## src/rtl/clk_div_ctrl_pkg.sv

```systemverilog
// clk_div_ctrl_pkg: shared types and defaults for the CLK_div configuration
// sequencer.
//   state_t   - sequencer states
//   grantee_t - which requester owns the sequence in flight
package clk_div_ctrl_pkg;

   localparam int DIV_W       = 4;
   localparam int DEFAULT_DIV = 1;

   typedef enum logic [2:0] {
      INIT,
      IDLE,
      GATE,
      RST,
      SETTLE,
      ACK
   } state_t;

   typedef enum logic [1:0] {
      G_NONE,
      G_A,
      G_B
   } grantee_t;

endpackage

```

## src/rtl/clk_div_ctrl_rr_arb2.sv

```systemverilog
// rr_arb2: two-requester round-robin arbiter, purely combinational.
//   en_i    - grant qualifier; no grant is issued while low
//   pri_i   - requester favoured on a tie (0: req_i[0], 1: req_i[1])
//   req_i   - request vector, bit 0 = A, bit 1 = B
//   gnt_o   - one-hot grant (all zero when idle or disabled)
module rr_arb2 (
   input  logic       en_i,
   input  logic       pri_i,
   input  logic [1:0] req_i,
   output logic [1:0] gnt_o
);

   // A lone requester always wins; on a tie pri_i breaks it.
   assign gnt_o[0] = en_i & req_i[0] & (~req_i[1] | ~pri_i);
   assign gnt_o[1] = en_i & req_i[1] & (~req_i[0] |  pri_i);

endmodule

```

## src/rtl/clk_div_ctrl.sv

```systemverilog
// clk_div_ctrl: arbitrates two requesters for the CLK_div ratio input and
// sequences every change glitch-free: gate CLK_EN, pulse the divider reset,
// load the new ratio, re-enable, settle, then acknowledge.
//   CLK, Reset      - reference clock, synchronous active-low reset
//   req_a/div_a     - requester A level request and ratio (sampled at grant)
//   req_b/div_b     - requester B level request and ratio (sampled at grant)
//   ack_a/ack_b     - one-cycle completion pulses
//   busy            - high whenever the sequencer is not in IDLE
//   CLK_EN          - divider enable
//   Div_Rst_n       - divider reset, active low
//   div             - ratio applied to the divider
// Every output is a register or a decode of the state register.
module clk_div_ctrl
   import clk_div_ctrl_pkg::*;
#(
   parameter int DIV_W         = clk_div_ctrl_pkg::DIV_W,
   parameter int DEFAULT_DIV   = clk_div_ctrl_pkg::DEFAULT_DIV,
   parameter int GATE_CYCLES   = 2,
   parameter int SETTLE_CYCLES = 4
) (
   input  logic             CLK,
   input  logic             Reset,
   input  logic             req_a,
   input  logic [DIV_W-1:0] div_a,
   input  logic             req_b,
   input  logic [DIV_W-1:0] div_b,
   output logic             ack_a,
   output logic             ack_b,
   output logic             busy,
   output logic             CLK_EN,
   output logic             Div_Rst_n,
   output logic [DIV_W-1:0] div
);

   localparam logic [3:0]       GATE_LAST   = 4'(GATE_CYCLES - 1);
   localparam logic [3:0]       SETTLE_LAST = 4'(SETTLE_CYCLES - 1);
   localparam logic [DIV_W-1:0] DIV_RST     = DIV_W'(DEFAULT_DIV);

   state_t           state_q, state_d;
   grantee_t         gnt_q, gnt_d;
   logic [3:0]       cnt_q, cnt_d;
   logic [DIV_W-1:0] div_q, div_d;
   logic [DIV_W-1:0] new_div_q, new_div_d;
   logic             pri_q, pri_d;      // 0: A wins a tie, 1: B wins a tie

   logic             arb_en;
   logic [1:0]       arb_gnt;
   logic [DIV_W-1:0] req_div;

   assign arb_en = (state_q == IDLE);

   rr_arb2 u_arb (
      .en_i  (arb_en),
      .pri_i (pri_q),
      .req_i ({req_b, req_a}),
      .gnt_o (arb_gnt)
   );

   always_comb begin
      state_d   = state_q;
      gnt_d     = gnt_q;
      cnt_d     = cnt_q;
      div_d     = div_q;
      new_div_d = new_div_q;
      pri_d     = pri_q;
      req_div   = arb_gnt[1] ? div_b : div_a;

      case (state_q)
         INIT: begin
            cnt_d   = '0;
            gnt_d   = G_NONE;
            state_d = SETTLE;
         end
         IDLE: begin
            if (|arb_gnt) begin
               new_div_d = req_div;
               gnt_d     = arb_gnt[0] ? G_A : G_B;
               cnt_d     = '0;
               // Same ratio already applied: skip the gate/reset dance.
               state_d   = (req_div == div_q) ? ACK : GATE;
            end
         end
         GATE: begin
            if (cnt_q == GATE_LAST) begin
               cnt_d   = '0;
               state_d = RST;
            end else begin
               cnt_d = cnt_q + 4'd1;
            end
         end
         RST: begin
            div_d   = new_div_q;
            cnt_d   = '0;
            state_d = SETTLE;
         end
         SETTLE: begin
            if (cnt_q == SETTLE_LAST) begin
               cnt_d   = '0;
               // The post-reset settle has nobody to acknowledge.
               state_d = (gnt_q == G_NONE) ? IDLE : ACK;
            end else begin
               cnt_d = cnt_q + 4'd1;
            end
         end
         ACK: begin
            pri_d   = (gnt_q == G_A);
            gnt_d   = G_NONE;
            state_d = IDLE;
         end
         default: state_d = INIT;
      endcase
   end

   always_ff @(posedge CLK) begin
      if (!Reset) begin
         state_q   <= INIT;
         gnt_q     <= G_NONE;
         cnt_q     <= '0;
         div_q     <= DIV_RST;
         new_div_q <= DIV_RST;
         pri_q     <= 1'b0;
      end else begin
         state_q   <= state_d;
         gnt_q     <= gnt_d;
         cnt_q     <= cnt_d;
         div_q     <= div_d;
         new_div_q <= new_div_d;
         pri_q     <= pri_d;
      end
   end

   // CLK_EN low only in INIT/GATE/RST; Div_Rst_n low only in INIT/RST, so
   // the divider is never enabled while held in reset.
   assign CLK_EN    = (state_q == IDLE) || (state_q == SETTLE) || (state_q == ACK);
   assign Div_Rst_n = (state_q != INIT) && (state_q != RST);
   assign busy      = (state_q != IDLE);
   assign ack_a     = (state_q == ACK) && (gnt_q == G_A);
   assign ack_b     = (state_q == ACK) && (gnt_q == G_B);
   assign div       = div_q;

endmodule

```

## config.mk

```make
export PLATFORM = sky130hd
export DESIGN_NAME = clk_div_ctrl
export DESIGN_NICKNAME = d
export VERILOG_FILES = /design/src/rtl/clk_div_ctrl_pkg.sv /design/src/rtl/clk_div_ctrl_rr_arb2.sv /design/src/rtl/clk_div_ctrl.sv
export SDC_FILE = /design/constraint.sdc
export NUM_CORES = 1
export LEC_CHECK = 0
export BUFFER_PORTS_ARGS = -buffer_cell sky130_fd_sc_hd__buf_2
export CAP_MARGIN = 20
export CORE_MARGIN = 2
export CORE_UTILIZATION = 53
export CTS_CLUSTER_DIAMETER = 100
export DETAILED_ROUTE_END_ITERATION = 6
export PLACE_DENSITY = 0.78
export SYNTH_ARGS = -nofsm -noshare
export SYNTH_HDL_FRONTEND = slang
export SYNTH_SLANG_ARGS = --single-unit
export TNS_END_PERCENT = 100
```

## constraint.sdc

```tcl
create_clock -name CLK -period 2.12 [get_ports CLK]
set_clock_uncertainty 0.1 [all_clocks]
set_input_delay 0.106 -clock CLK [delete_from_list [all_inputs] [get_ports CLK]]
set_output_delay 0.106 -clock CLK [all_outputs]
set_load 0.005 [all_outputs]
```

Word-level counts from Yosys, hierarchy flattened:

Index checks and enable logic that the tools add are counted.

* input port bits: 12
* output and inout port bits: 9
* word-level logic and storage cells: 62
* register bits after elaboration: 18

* equal/unequal tests: 15
* multiplexer cells: 14
* add/sub/neg operators: 1
* bitwise gates (word level): 9
* reduce and logical (&&, ||, !) cells: 17

Operator list (count)
* $mux W4: 4
* $pmux W4 S4: 1
* $mux W3: 5
* $pmux W3 S5: 1
* $eq A3 B2 Y1 const B: 2
* $eq A3 B3 Y1 const B: 2
* $ne A2 B2 Y1 const B: 3
* $reduce_and A2 Y1: 3
* $reduce_or A2 Y1: 3
* $add A4 B1 Y4 const B: 1
* $and A1 B1 Y1: 4
* $eq A4 B1 Y1 const B: 1
* $eq A4 B2 Y1 const B: 1
* $eq A4 B4 Y1: 1
* $mux W2: 2
* $pmux W2 S2: 1
* $reduce_bool A4 Y1: 1
* $eq A3 B1 Y1 const B: 1
* $logic_and A1 B1 Y1: 3
* $logic_not A3 Y1: 1
* $ne A3 B1 Y1 const B: 1
* $ne A3 B2 Y1 const B: 1
* $not A1 Y1: 3
* $reduce_and A3 Y1: 1
* other kinds (7): 9

Longest topological paths before layout:

* word-level depth: 8
* gate-level depth with buffers: 7

Modules after synthesis:

Synthesis repeated with hierarchy kept, for this count alone.

* cell total of the unflattened synthesis: 127
* area, all modules: 1078.5 µm²

Modules (own cells, without submodules)
* clk_div_ctrl: cells an instance 122, instances 1, area each 1057.3 µm²
* rr_arb2: cells an instance 5, instances 1, area each 21.3 µm²

Worst setup path after synthesis:

Ideal clock, no wire load.

* path type: reg-to-reg
* start point: reg cnt_q[1]
* end point: reg cnt_q[1]
* setup slack: 0.514 ns
* stages on the path, launching flop included: 8
* clock period less this slack: 1.606 ns
* library setup time: 0.086 ns
* buffers on the path: 0
* arrival: 1.421 ns
* data required time: 1.934 ns
* cell sequence: dfxtp_1 -> inv_1 -> ha_1 -> mux2_4 -> a21oi_4 -> nand2_1 -> a21o_1 -> a211oi_1

* word-level cells in the longest chain between the ends: 3

RTL lines
* start: declaration: line clk_div_ctrl.sv:41 `logic [3:0] cnt_q, cnt_d;`
* start signal: assignment: line clk_div_ctrl.sv:125 `cnt_q <= cnt_d;`
* $add A4 B1 Y4 (tied with other cells): line clk_div_ctrl.sv:88, clk_div_ctrl.sv:102
* $mux W4, on equally long branches: line clk_div_ctrl.sv:97, clk_div_ctrl.sv:84
* $pmux W4 S4 (*): line clk_div_ctrl.sv:68 `case (state_q)`

Every way passes the cells marked *; elsewhere a longest branch is shown, timed or not.
A chain may end at the register's enable or synchronous reset.

Worst setup path in the final report:

* start point: reg state_q[2]
* end point: reg state_q[0]

* word-level cells in the longest chain between the ends: 8

RTL lines
* start: declaration: line clk_div_ctrl.sv:39 `state_t state_q, state_d;`
* start signal: assignment: line clk_div_ctrl.sv:123 `state_q <= state_d;`
* $eq A3 B1 Y1: line clk_div_ctrl.sv:50, clk_div_ctrl.sv:68
* $and A1 B1 Y1 (2 in series): line clk_div_ctrl_rr_arb2.sv:15 `assign gnt_o[1] = en_i & req_i[1] & (~req_i[0] | pri_i);`
* $mux W4: line clk_div_ctrl.sv:66 `req_div = arb_gnt[1] ? div_b : div_a;`
* $eq A4 B4 Y1: line clk_div_ctrl.sv:80 `state_d = (req_div == div_q) ? ACK : GATE;`
* $mux W3: line clk_div_ctrl.sv:80
* $mux W3: line clk_div_ctrl.sv:75 `if (|arb_gnt) begin`
* $pmux W3 S5: line clk_div_ctrl.sv:68

Parallel ways exist; a longest one is shown, timed or not. The select of a mux whose other input is x is not followed.

==> impl_metrics.toml <==
[status]
status = "finished clean"

[finish]
layout-drive-gt1-share_pct = 22.4
synthToLayoutAreaGrowth_pct = 16.6
fillCellCount = 185
multi_input_area_um2 = 659
stdcell_count = 170
fin_nets = 158
diodes = 0
fin_util_pct = 63.9
regArea_um2 = 360

[route]
ant_nets = 0
avgViaCountPerCell = 5.64
firstDrtPassIters = 5
drt-initial-drc-count = 6
remaining_drc_errors = 0
num_vias = 959
finalWirelength_um = 2230
routedWlPerCell_um = 13.1

[yosys]
ys_seq_elements = 18
synthesis.nets = 135
postSynthCellCount = 121
yosysUniqueCellTypes = 32
seq_area_frac_synth_pct = 34.2
yosys_warnings = 0
syn_area_mm2 = 0.00105
synth.avg_cell_area_um2 = 8.71

[pwr]
pwr-share-comb_pct = 37.5
ir_drop_v = 0.000505
pwr_density_cell_mw_per_mm2 = 886
p_leak_nw = 0.520
swShare_pct = 37.3
power_frac_clock_pct = 19.7
power.share.sequential_pct = 42.8
p_sw_mw = 0.406
p_int_mw = 0.683

[sta]
hold_ws_ns = 0.0614
finalCritPeriodShare_pct = 87.1
period_needed_ns = 1.85
hold_viol_final = 0
rsz0062_at_grt = "no"
slew_headroom_pct = 62.6
setup_tns_ns = 0
max_freq_mhz = 542
tightest_slew_ns = 0.558
setup-violations-final = 0
drv_slew = 0

[floorplan]
die_w_um = 48.6
die_h_um = 48.6
fp.dieArea_mm2 = 0.00236
row_count = 16
io_pins = 21
core_mm2 = 0.00192
start_util_pct = 54.8

[clocking]
clk_pin_slew_worst_paths_ns = 0.10
cts_max_path_buffers = 2
cts_made_buffers = 3
root_buffer = "clkbuf_4"
clock_latency_ns = 0.30
cts_tree = "built"
htreeDepth = 1
clkSinkCount = 18
postCtsSetupRepairBufs = 0

[setup_path]
criticalPathCategory = "reg2reg"
arrival_ns = 1.93
path_delay_family = "compound AO/OA/AOI/OAI gates"
cp_slowest_cell = "dfxtp_1"
crit_top_cell = "o22ai_1"
crit_buf_inv = 0
critPathCaptureType = "register"
start_kind = "register"
worst_ep_required_time_ns = 2.20
slowest_delay_ns = 0.63
path_cells = "mux2_4 -> a21oi_4 -> o22ai_1 -> o21ai_0 -> o22ai_1"
cp_max_fo = 13

[placement]
dp.final_hpwl_um = 1670
place_congestion = 0.803
place_inst = 164
io_buffers = 20

[global_routing]
grt_pass1_wl_um = 3770
grt_usage_pct = 20.4
first_global_vias = 876
antenna_found_initial = 0
grt_max_degree = 16
overflow = 0

[run]
maxCapViolCount = 0

[hold_path]
hold_class = "in2reg"
[tightest hold or removal path: cells and delay by family]
kind | cells | cell delay [ns]
AOI/OAI and AO/OA | 1 | 0.08
muxes | 1 | 0.12
buffers and inverters | 1 | 0.11
[timing repair]
action                                 in CTS  in global routing
endpoints found under the hold margin       2                  0
resized for setup                           0                  0
hold buffers                                2                  0
[power by group through the flow]
stage / Combinational, mW / Clock (mW) / Sequential [mW]
6_report: 0.408 / 0.214 / 0.466
5_1_grt: 0.453 / 0.240 / 0.475
4_1_cts: 0.409 / 0.219 / 0.464
3_5_place_dp: 0.402 / 0 / 0.472
3_3_place_gp: 0.389 / 0 / 0.465
2_1_floorplan: 0.330 / 0 / 0.436
[metrics by stage]
stage	power (mW)	worst slack [ns]	instance area (um2)
3_3_place_gp	0.855	0.382	1170
2_1_floorplan	0.766	0.514	1050
5_1_grt	1.17	0.167	1230
3_5_place_dp	0.874	0.333	1170
4_1_cts	1.09	0.304	1230
6_report	1.09	0.274	1230
[worst paths after layout]
path | startpoint | endpoint | slack, ns | depth (start not counted)
setup / recovery | state_q[2]$_SDFFE_PN0P_ | state_q[0]$_SDFFE_PN0P_ | 0.27 | 5
hold / removal | div_b[3] | new_div_q[3]$_SDFFE_PN0P_ | 0.06 | 3
setup reg to reg | state_q[2]$_SDFFE_PN0P_ | state_q[0]$_SDFFE_PN0P_ | 0.27 | 5
hold reg to reg | new_div_q[3]$_SDFFE_PN0P_ | new_div_q[3]$_SDFFE_PN0P_ | 0.40 | 2
[placed cells by master (no fill, tap or decap), types with 3 or more instances in the layout]
cell	n
o21ai_0	7
a211oi_1	4
xor2_1	6
dfxtp_1	18
inv_1	3
nand3b_1	3
xnor2_1	4
nor2_1	17
o22ai_1	3
mux2i_1	8
o211ai_1	4
nor3_1	4
a21oi_1	4
buf_2	20
nand2_1	9
nand2b_1	3
clkbuf_4	3
[cell usage after synthesis, drive strengths merged]
master | n | area share [%]
a211oi | 4 | 2.9
a21o | 1 | 0.71
a21oi | 5 | 3.4
a32o | 1 | 0.95
and2 | 1 | 0.59
buf | 3 | 1.4
clkbuf | 2 | 0.71
dfxtp | 18 | 34
ha | 2 | 2.4
inv | 3 | 1.1
mux2 | 1 | 1.4
mux2i | 8 | 7.6
nand2 | 9 | 3.2
nand2b | 3 | 1.8
nand3 | 3 | 2.6
nand3b | 3 | 2.1
nand4 | 2 | 1.2
nor2 | 18 | 7.1
nor3 | 4 | 1.9
nor3b | 4 | 4.4
nor4 | 1 | 1.2
o211ai | 4 | 2.9
o21ai | 7 | 3.3
o22ai | 3 | 1.8
o311ai | 1 | 0.83
xnor2 | 4 | 3.3
xor2 | 6 | 5.0
[sequential cells by signal, indices dropped and copies added, names as in the netlist]
register / flops
cnt_q: 4
div: 4
new_div_q: 4
state_q: 3
gnt_q: 2
pri_q: 1
[cell families (layout without fill, tap and decap cells)]
| logic type | count (synthesis) | in the layout | synth area share (%) |
|---|---|---|---|
| flops | 18 | 18 | 34.2 |
| compound gates | 26 | 26 | 16.7 |
| simple gates | 48 | 48 | 26.1 |
| buf+inv | 8 | 30 | 3.21 |
| fa+ha+maj | 2 | 2 | 2.37 |
| mux | 9 | 9 | 9.03 |
| xor+xnor | 10 | 10 | 8.31 |
[final cells by class]
class / instances / area share (%)
Multi-Input combinational cell: 95 / 53.7
Tap cell: 27 / 2.75
Sequential cell: 18 / 29.3
Inverter: 3 / 0.916
Clock buffer: 4 / 2.95
Timing Repair Buffer: 23 / 10.4
[layer usage]
| layer | part of all wire [%] | GRT usage, % | vias to the layer above |
|---|---|---|---|
| li1 | - | - | 482 |
| met1 | 45 | 23.8 | 447 |
| met2 | 50 | 36.1 | 25 |
| met3 | 3.6 | 3.09 | 5 |
| met4 | 2.0 | 10.0 | 0 |
| met5 | 0 | 0 | - |
(Power assumes the default switching activity.)
